==> src/rtl/dcm_prog_pkg.sv <==
// Shared constants for the multi-DCM CLKGEN programming controller: FSM encodings,
// slot counts and the D/M command headers shifted ahead of each value.
package dcm_prog_pkg;

  typedef logic [2:0] state_t;

  localparam state_t ST_IDLE      = 3'd0;
  localparam state_t ST_LD_D      = 3'd1;
  localparam state_t ST_GAP1      = 3'd2;
  localparam state_t ST_LD_M      = 3'd3;
  localparam state_t ST_GAP2      = 3'd4;
  localparam state_t ST_GO        = 3'd5;
  localparam state_t ST_WAIT_DONE = 3'd6;
  localparam state_t ST_RST       = 3'd7;

  localparam int unsigned HDR_SLOTS = 2;
  localparam int unsigned GAP_SLOTS = 2;
  localparam int unsigned RST_HOLD  = 4;

  // Headers go out bit 0 first: D sends 1 then 0, M sends 1 then 1.
  localparam logic [1:0] HDR_D = 2'b01;
  localparam logic [1:0] HDR_M = 2'b11;

endpackage

==> src/rtl/dcm_prog_ctrl_multi_if.sv <==
// Request side and shared DCM programming bus of the controller.
// master = controller, slave = command decoder / DCM side.
interface dcm_prog_ctrl_multi_if #(
  parameter int unsigned NUM_DCM = 2,
  parameter int unsigned CH_W    = 3,
  parameter int unsigned MD_W    = 8
);
  logic               clk_valid;
  logic               start;
  logic [CH_W-1:0]    ch;
  logic [MD_W-1:0]    speed_in;
  logic               busy;
  logic               done;
  logic               error;
  logic               progclk;
  logic               progdata;
  logic [NUM_DCM-1:0] progen;
  logic [NUM_DCM-1:0] dcm_reset;
  logic [NUM_DCM-1:0] locked;
  logic [NUM_DCM-1:0] progdone;

  modport master (
    input  clk_valid, start, ch, speed_in, locked, progdone,
    output busy, done, error, progclk, progdata, progen, dcm_reset
  );

  modport slave (
    output clk_valid, start, ch, speed_in, locked, progdone,
    input  busy, done, error, progclk, progdata, progen, dcm_reset
  );
endinterface

==> src/rtl/dcm_lock_watchdog.sv <==
// Per-DCM lock watchdog: counts cycles spent unlocked and not being programmed,
// and emits a one-cycle reset pulse when the counter MSB would set.
module dcm_lock_watchdog #(
  parameter int unsigned WD_W = 24
) (
  input  logic clk,
  input  logic rst_n,
  input  logic locked,
  input  logic inhibit,
  output logic rst_pulse
);

  logic [WD_W-1:0] cnt_q, cnt_d;
  logic            pulse_q, pulse_d;

  always_comb begin
    cnt_d   = cnt_q + WD_W'(1);
    pulse_d = 1'b0;
    if (locked || inhibit) begin
      cnt_d = '0;
    end else if (cnt_d[WD_W-1]) begin
      cnt_d   = '0;
      pulse_d = 1'b1;
    end
  end

  always_ff @(posedge clk or negedge rst_n) begin
    if (!rst_n) begin
      cnt_q   <= '0;
      pulse_q <= 1'b0;
    end else begin
      cnt_q   <= cnt_d;
      pulse_q <= pulse_d;
    end
  end

  assign rst_pulse = pulse_q;

endmodule

==> src/rtl/dcm_prog_ctrl_multi.sv <==
// Serial D/M programmer for NUM_DCM DCM_CLKGEN instances on a shared PROGCLK/PROGDATA
// bus, with PROGDONE timeout, bounded retry and a per-DCM lock watchdog.
module dcm_prog_ctrl_multi
  import dcm_prog_pkg::*;
#(
  parameter int unsigned NUM_DCM     = 2,
  parameter int unsigned CH_W        = 3,
  parameter int unsigned OSC_MHZ     = 100,
  parameter int unsigned SPEED_MIN   = 25,
  parameter int unsigned SPEED_LIMIT = 100,
  parameter int unsigned MD_W        = 8,
  parameter int unsigned WD_W        = 24,
  parameter int unsigned DONE_TO_W   = 16,
  parameter int unsigned MAX_RETRY   = 3
) (
  input logic                  clk,
  input logic                  rst_n,
  dcm_prog_ctrl_multi_if.master bus
);

  localparam int unsigned FRAME_W = HDR_SLOTS + MD_W;
  localparam int unsigned CNT_MAX = (FRAME_W > RST_HOLD) ? FRAME_W : RST_HOLD;
  localparam int unsigned CNT_W   = $clog2(CNT_MAX);
  localparam int unsigned RETRY_W = (MAX_RETRY > 0) ? $clog2(MAX_RETRY + 1) : 1;

  state_t               state_q, state_d;
  logic [CNT_W-1:0]     cnt_q, cnt_d;
  logic [DONE_TO_W-1:0] to_cnt_q, to_cnt_d;
  logic [RETRY_W-1:0]   retry_q, retry_d;
  logic [CH_W-1:0]      ch_q, ch_d;
  logic [MD_W-1:0]      dsh_q, dsh_d, msh_q, msh_d;
  logic                 done_q, done_d;
  logic                 error_q, error_d;
  logic                 progclk_q;
  logic                 progdata_q, progdata_d;
  logic [NUM_DCM-1:0]   progen_q, progen_d;

  logic [NUM_DCM-1:0]   ch_sel;
  logic [NUM_DCM-1:0]   wd_pulse;
  logic [FRAME_W-1:0]   d_frame, m_frame;
  logic                 slot_edge;
  logic                 busy;
  logic                 bad_req;

  // Bus outputs may only move where PROGCLK falls, i.e. when progclk_q is high.
  assign slot_edge = progclk_q;
  assign busy      = (state_q != ST_IDLE);
  assign d_frame   = {dsh_q, HDR_D};
  assign m_frame   = {msh_q, HDR_M};
  assign bad_req   = (32'(bus.ch) >= NUM_DCM) ||
                     (bus.speed_in < MD_W'(SPEED_MIN)) ||
                     (bus.speed_in > MD_W'(SPEED_LIMIT));

  always_comb begin
    for (int i = 0; i < NUM_DCM; i++) begin
      ch_sel[i] = (ch_q == CH_W'(i));
    end
  end

  always_comb begin
    state_d    = state_q;
    cnt_d      = cnt_q;
    to_cnt_d   = to_cnt_q;
    retry_d    = retry_q;
    ch_d       = ch_q;
    dsh_d      = dsh_q;
    msh_d      = msh_q;
    error_d    = error_q;
    done_d     = 1'b0;
    progen_d   = progen_q;
    progdata_d = progdata_q;
    if (slot_edge) begin
      progen_d   = '0;
      progdata_d = 1'b0;
    end

    if (!bus.clk_valid) begin
      state_d    = ST_IDLE;
      progen_d   = '0;
      progdata_d = 1'b0;
    end else begin
      case (state_q)
        ST_IDLE: begin
          if (bus.start) begin
            if (bad_req) begin
              error_d = 1'b1;
            end else begin
              ch_d    = bus.ch;
              dsh_d   = MD_W'(OSC_MHZ - 1);
              msh_d   = bus.speed_in - MD_W'(1);
              error_d = 1'b0;
              retry_d = '0;
              cnt_d   = '0;
              state_d = ST_LD_D;
            end
          end
        end
        ST_LD_D, ST_LD_M: begin
          if (slot_edge) begin
            progen_d   = ch_sel;
            progdata_d = (state_q == ST_LD_D) ? d_frame[cnt_q] : m_frame[cnt_q];
            if (cnt_q == CNT_W'(FRAME_W - 1)) begin
              cnt_d   = '0;
              state_d = (state_q == ST_LD_D) ? ST_GAP1 : ST_GAP2;
            end else begin
              cnt_d = cnt_q + CNT_W'(1);
            end
          end
        end
        ST_GAP1, ST_GAP2: begin
          if (slot_edge) begin
            if (cnt_q == CNT_W'(GAP_SLOTS - 1)) begin
              cnt_d   = '0;
              state_d = (state_q == ST_GAP1) ? ST_LD_M : ST_GO;
            end else begin
              cnt_d = cnt_q + CNT_W'(1);
            end
          end
        end
        ST_GO: begin
          if (slot_edge) begin
            progen_d   = ch_sel;
            progdata_d = 1'b0;
            to_cnt_d   = '0;
            state_d    = ST_WAIT_DONE;
          end
        end
        ST_WAIT_DONE: begin
          if (|(bus.progdone & ch_sel)) begin
            done_d  = 1'b1;
            state_d = ST_IDLE;
          end else if (&to_cnt_q) begin
            cnt_d   = '0;
            state_d = ST_RST;
          end else begin
            to_cnt_d = to_cnt_q + DONE_TO_W'(1);
          end
        end
        ST_RST: begin
          // Every timed-out attempt gets its reset hold, the final one included.
          if (cnt_q == CNT_W'(RST_HOLD - 1)) begin
            cnt_d = '0;
            if (retry_q == RETRY_W'(MAX_RETRY)) begin
              error_d = 1'b1;
              state_d = ST_IDLE;
            end else begin
              retry_d = retry_q + RETRY_W'(1);
              state_d = ST_LD_D;
            end
          end else begin
            cnt_d = cnt_q + CNT_W'(1);
          end
        end
        default: state_d = ST_IDLE;
      endcase
    end
  end

  always_ff @(posedge clk or negedge rst_n) begin
    if (!rst_n) begin
      state_q    <= ST_IDLE;
      cnt_q      <= '0;
      to_cnt_q   <= '0;
      retry_q    <= '0;
      ch_q       <= '0;
      dsh_q      <= '0;
      msh_q      <= '0;
      done_q     <= 1'b0;
      error_q    <= 1'b0;
      progclk_q  <= 1'b0;
      progdata_q <= 1'b0;
      progen_q   <= '0;
    end else begin
      state_q    <= state_d;
      cnt_q      <= cnt_d;
      to_cnt_q   <= to_cnt_d;
      retry_q    <= retry_d;
      ch_q       <= ch_d;
      dsh_q      <= dsh_d;
      msh_q      <= msh_d;
      done_q     <= done_d;
      error_q    <= error_d;
      progclk_q  <= ~progclk_q;
      progdata_q <= progdata_d;
      progen_q   <= progen_d;
    end
  end

  for (genvar i = 0; i < NUM_DCM; i++) begin : g_wd
    dcm_lock_watchdog #(
      .WD_W (WD_W)
    ) u_wd (
      .clk       (clk),
      .rst_n     (rst_n),
      .locked    (bus.locked[i]),
      .inhibit   (busy && ch_sel[i]),
      .rst_pulse (wd_pulse[i])
    );
  end

  assign bus.busy      = busy;
  assign bus.done      = done_q;
  assign bus.error     = error_q;
  assign bus.progclk   = progclk_q;
  assign bus.progdata  = progdata_q;
  assign bus.progen    = progen_q;
  assign bus.dcm_reset = wd_pulse | ((state_q == ST_RST) ? ch_sel : '0);

endmodule

==> src/flat_wrapper.sv <==
// flat-port wrapper written by rule: the top's interface ports become plain ports
module dcm_prog_ctrl_multi_flat import dcm_prog_pkg::*;
#(
  parameter int unsigned NUM_DCM     = 2,
  parameter int unsigned CH_W        = 3,
  parameter int unsigned OSC_MHZ     = 100,
  parameter int unsigned SPEED_MIN   = 25,
  parameter int unsigned SPEED_LIMIT = 100,
  parameter int unsigned MD_W        = 8,
  parameter int unsigned WD_W        = 24,
  parameter int unsigned DONE_TO_W   = 16,
  parameter int unsigned MAX_RETRY   = 3
)
  (clk, rst_n, bus_clk_valid, bus_start, bus_ch, bus_speed_in, bus_locked, bus_progdone, bus_busy, bus_done, bus_error, bus_progclk, bus_progdata, bus_progen, bus_dcm_reset);
  dcm_prog_ctrl_multi_if #(.NUM_DCM(NUM_DCM), .CH_W(CH_W), .MD_W(MD_W)) bus_i ();
  input logic clk;
  input logic rst_n;
  input wire logic [$bits(bus_i.clk_valid)-1:0] bus_clk_valid;
  input wire logic [$bits(bus_i.start)-1:0] bus_start;
  input wire logic [$bits(bus_i.ch)-1:0] bus_ch;
  input wire logic [$bits(bus_i.speed_in)-1:0] bus_speed_in;
  input wire logic [$bits(bus_i.locked)-1:0] bus_locked;
  input wire logic [$bits(bus_i.progdone)-1:0] bus_progdone;
  output wire logic [$bits(bus_i.busy)-1:0] bus_busy;
  output wire logic [$bits(bus_i.done)-1:0] bus_done;
  output wire logic [$bits(bus_i.error)-1:0] bus_error;
  output wire logic [$bits(bus_i.progclk)-1:0] bus_progclk;
  output wire logic [$bits(bus_i.progdata)-1:0] bus_progdata;
  output wire logic [$bits(bus_i.progen)-1:0] bus_progen;
  output wire logic [$bits(bus_i.dcm_reset)-1:0] bus_dcm_reset;
  assign bus_i.clk_valid = bus_clk_valid;
  assign bus_i.start = bus_start;
  assign bus_i.ch = bus_ch;
  assign bus_i.speed_in = bus_speed_in;
  assign bus_i.locked = bus_locked;
  assign bus_i.progdone = bus_progdone;
  assign bus_busy = bus_i.busy;
  assign bus_done = bus_i.done;
  assign bus_error = bus_i.error;
  assign bus_progclk = bus_i.progclk;
  assign bus_progdata = bus_i.progdata;
  assign bus_progen = bus_i.progen;
  assign bus_dcm_reset = bus_i.dcm_reset;
  dcm_prog_ctrl_multi #(.NUM_DCM(NUM_DCM), .CH_W(CH_W), .OSC_MHZ(OSC_MHZ), .SPEED_MIN(SPEED_MIN), .SPEED_LIMIT(SPEED_LIMIT), .MD_W(MD_W), .WD_W(WD_W), .DONE_TO_W(DONE_TO_W), .MAX_RETRY(MAX_RETRY)) u_core (.clk(clk), .rst_n(rst_n), .bus(bus_i));
endmodule
==> config.mk <==
export PLATFORM = sky130hd
export DESIGN_NAME = dcm_prog_ctrl_multi_flat
export DESIGN_NICKNAME = d
export VERILOG_FILES = /design/src/rtl/dcm_prog_pkg.sv /design/src/rtl/dcm_prog_ctrl_multi_if.sv /design/src/rtl/dcm_lock_watchdog.sv /design/src/rtl/dcm_prog_ctrl_multi.sv /design/src/flat_wrapper.sv
export SDC_FILE = /design/constraint.sdc
export NUM_CORES = 1
export LEC_CHECK = 0
export BUFFER_PORTS_ARGS = -buffer_cell sky130_fd_sc_hd__buf_2
export CAP_MARGIN = 5
export CORE_ASPECT_RATIO = 0.6
export CORE_MARGIN = 4
export CORE_UTILIZATION = 25
export CTS_CLUSTER_SIZE = 40
export DETAILED_ROUTE_END_ITERATION = 12
export HOLD_SLACK_MARGIN = 0.08
export PLACE_DENSITY = 0.41
export SYNTH_ARGS = -nofsm -noshare
export SYNTH_HDL_FRONTEND = slang
export SYNTH_HIERARCHICAL = 1
export SYNTH_SLANG_ARGS = --single-unit
==> constraint.sdc <==
create_clock -name clk -period 2.9 [get_ports clk]
set_input_delay 0.435 -clock clk [delete_from_list [all_inputs] [get_ports clk]]
set_output_delay 0.435 -clock clk [all_outputs]
set_load 0.1 [all_outputs]
==> flow_metrics.tcl <==
set metrics [dict create \
    avgSynthCellArea_um2 9.25 \
    worst_skew_pair.late_latency_ns 0.35 \
    wire_per_inst_um 13.8 \
    overflow 0 \
    die-height_um 117 \
    synth_compound_area_share_pct 12.9 \
    dp_hpwl_um 8190 \
    worst_pin_slew_ns 1.06 \
    syn_nets 560 \
    arrival_ns 2.66 \
    path_max_fanout 15 \
    ys_seq_area_share_pct 46.1 \
    preCtsSetupSlack_ns 0.411 \
    synth_top_family_by_area "simple AND/OR/NAND/NOR gates" \
    dr.pass1.iters 5 \
    area_delta_synth_final_pct 14.4 \
    cts_buffer_depth 2 \
    drt_wl_total_um 11500 \
    grt_max_degree 52 \
    skew_ns 0.00995 \
    postCtsHoldBufs 0 \
    min_period_ns 2.48 \
    placed_area_um2 5340 \
    syn_inst 534 \
    grt_pass1_wl_um 19300 \
    core_um2 19200 \
    route.detailed.drc 0 \
    pwr-share-clk_pct 38.6 \
    synth_cell_types 59 \
    cts_tree "yes" \
    n_antenna_cell 0 \
    synth_xor_xnor_area_share_pct 6.74 \
    required_ns 3.08 \
    hold_path.class "in -> async" \
    drv_slew 0 \
    die-area_um2 22100 \
    grt.total_usage_pct 10.9 \
    synthFlopType "dfrtp_1" \
    cts_made_buffers 9 \
    synth_adder_area_share_pct 1.77 \
    hold_viol_final 0 \
    post_cts_resized 0 \
    postCtsSetupBuffers 0 \
    antenna_found_initial 0 \
    p_int_uw 2230 \
    dr_total_vias 3938 \
    fin_crit_sh_pct 85.6 \
    portBuffers 27 \
    cts-root-buf "clkbuf_16" \
    async_flop_share_pct 100 \
    relSlewSlack_pct 28.6 \
    setup_viol 0 \
    routed_via_density 4.73 \
    switchingPower_uw 963 \
    fillers 2046 \
    die_x_um 189 \
    fin_area_um2 5650 \
    syn_area_um2 4940 \
    cap_violations 0 \
    seq_power_share_pct 46.1 \
    boundaryPins 28 \
    nets 587 \
    grt_pass1_vias 3650 \
    rows 39 \
    critPathKind "reg -> reg" \
    finalWorstSetupSlack_ns 0.417 \
    htreeDepth 3 \
    peakVddDrop_uv 293 \
    comb_power_share_pct 15.2 \
    leakage_uw 0.00233 \
    yosys_warnings 6 \
    cp-start-kind "register" \
    setup-tns-final_ns 0 \
    clock_sinks 91 \
    first_iter_violations 338 \
    initial_utilization_pct 25.7 \
    synth_edf_count 0 \
    ant_nets 0 \
    place_congestion 0.803 \
    status "finished, final reports clean" \
    ys_ff_latch 91 \
    swShare_pct 30.1 \
    cp-end-kind "register" \
    synth_mux_area_share_pct 1.93 \
    clk_pin_slew_ns 0.07 \
    drive_above_1_share_pct 13.1 \
    powerDensity_nw_per_um2 565 \
    fmax_mhz 403 \
    synth_simple_gate_area_share_pct 26.5 \
    rsz0062_at_grt "no" \
]
==> per-stage QoR <==
| stage | hold WS (ns) | total power (uW) | utilization, % | instances |
|---|---|---|---|---|
| after floorplan | 0.139 | 1840 | - | 534 |
| after global placement | 0.451 | 1980 | 27.8 | 816 |
| after detailed placement | 0.463 | 1990 | 27.8 | 816 |
| after CTS | 0.0815 | 3260 | 29.4 | 832 |
| after global routing | 0.107 | 3380 | 29.4 | 832 |
| final | 0.0623 | 3190 | 29.4 | 832 |
==> layout make-up <==
cell class	instances	area, um^2	share of cell area [%]
Tap cell	266	333	5.89
Clock inverter	6	70.1	1.24
Clock buffer	10	239	4.23
Inverter	16	60.1	1.06
Multi-Input combinational cell	408	2460	43.6
Timing Repair Buffer	35	210	3.72
Sequential cell	91	2280	40.3
==> layer usage <==
metal,wire length (um),vias to the layer above,track usage (%),share of wire [%]
met5,0,-,0,0
met4,99,0,3.18,0.86
met3,464,7,2.93,4.0
met2,4540,66,14.6,40
met1,6380,1894,16.8,56
li1,-,1971,-,-
==> sequential cells by signal, summed over array words and instances (netlist names), 3 cells and up <==
register                cells
u_core/g_wd.u_wd/cnt_q     46
u_core/msh_q                8
u_core/state_q              3
u_core/ch_q                 3
u_core/to_cnt_q            16
u_core/cnt_q                4
==> cells by family after synthesis <==
logic type               count (synthesis)
buffers and inverters                   35
AND/OR/NAND/NOR                        246
flip-flops                              91
XOR/XNOR                                38
multiplexers                             9
AO/OA/AOI/OAI                          108
adder cells (fa/ha/maj)                  7
==> final timing paths <==
kind | from | to | slack (ns) | cells after the start
max | u_core/g_wd[0].u_wd/cnt_q[7] | u_core/g_wd[0].u_wd/cnt_q[3] | 0.42 | 4
min | rst_n | u_core/msh_q[2] | 0.06 | 1
max reg2reg | u_core/g_wd[0].u_wd/cnt_q[7] | u_core/g_wd[0].u_wd/cnt_q[3] | 0.42 | 4
min reg2reg | u_core/ch_q[1] | u_core/ch_q[1] | 0.48 | 1
max in group asynchronous | rst_n | u_core/to_cnt_q[5] | 2.15 | 2
min in group clk | bus_ch[0] | u_core/ch_q[0] | 0.31 | 2
==> layout by cell type, fill, tap and decap left out, drive strengths merged, types with 7 or more instances in the layout <==
| master | count |
|---|---|
| dfrtp | 91 |
| inv | 19 |
| nand3 | 35 |
| clkbuf | 10 |
| and2 | 9 |
| or3 | 12 |
| buf | 35 |
| ha | 7 |
| xnor2 | 26 |
| nand4 | 20 |
| xor2 | 12 |
| a21oi | 28 |
| nor3 | 19 |
| nand2 | 39 |
| o21ai | 46 |
| and3 | 12 |
| nor4 | 11 |
| nor2 | 67 |
==> cells in the mapped netlist, types with 2 or more instances <==
cell       count  area [um^2]
mux2i_1        5         50.1
o22ai_1        5         31.3
nand2_1       38          143
and3_2         2         15.0
o2bb2ai_1      2         17.5
or4_4          2         22.5
and2_1         9         56.3
inv_1         16         60.1
buf_6          4         45.0
clkbuf_8       2         27.5
xor2_1        12          105
and4_1         2         17.5
a21oi_1       28          140
and3_1        10         62.6
xnor2_1       26          228
nand4_1       17          106
or3_1         12         75.1
a21o_1         2         15.0
mux2_2         4         45.0
or4_1          3         22.5
or2_2          4         25.0
nand3_1       34          170
buf_4          4         30.0
nor3_1        19         95.1
nor2_1        66          248
nor4_1        10         62.6
nand4_4        2         42.5
ha_1           7         87.6
a31oi_1        4         25.0
clkbuf_1       6         22.5
dfrtp_1       91         2280
o41ai_1        2         17.5
nor4b_1        2         17.5
o21ai_0       43          215
o31ai_1        6         45.0
buf_2          3         15.0
o21ai_1        2         10.0
nand2b_1       3         18.8
o21bai_1       2         15.0
o211ai_1       2         15.0
o21a_1         3         22.5
==> critical path: stages (launching register included) <==
cell	delay, ns
dfrtp_1	0.42
nand4_1	0.25
or4_4	0.63
o21ai_1	0.86
nor2_1	0.16
==> power groups by stage <==
stage               Clock [uW]  Combinational [uW]  Sequential, uW
detailed placement           0                 488            1500
global placement             0                 482            1490
CTS                       1300                 492            1470
finish                    1230                 487            1470
floorplan                    0                 356            1480
global route              1350                 546            1490
(Power assumes the default switching activity.)
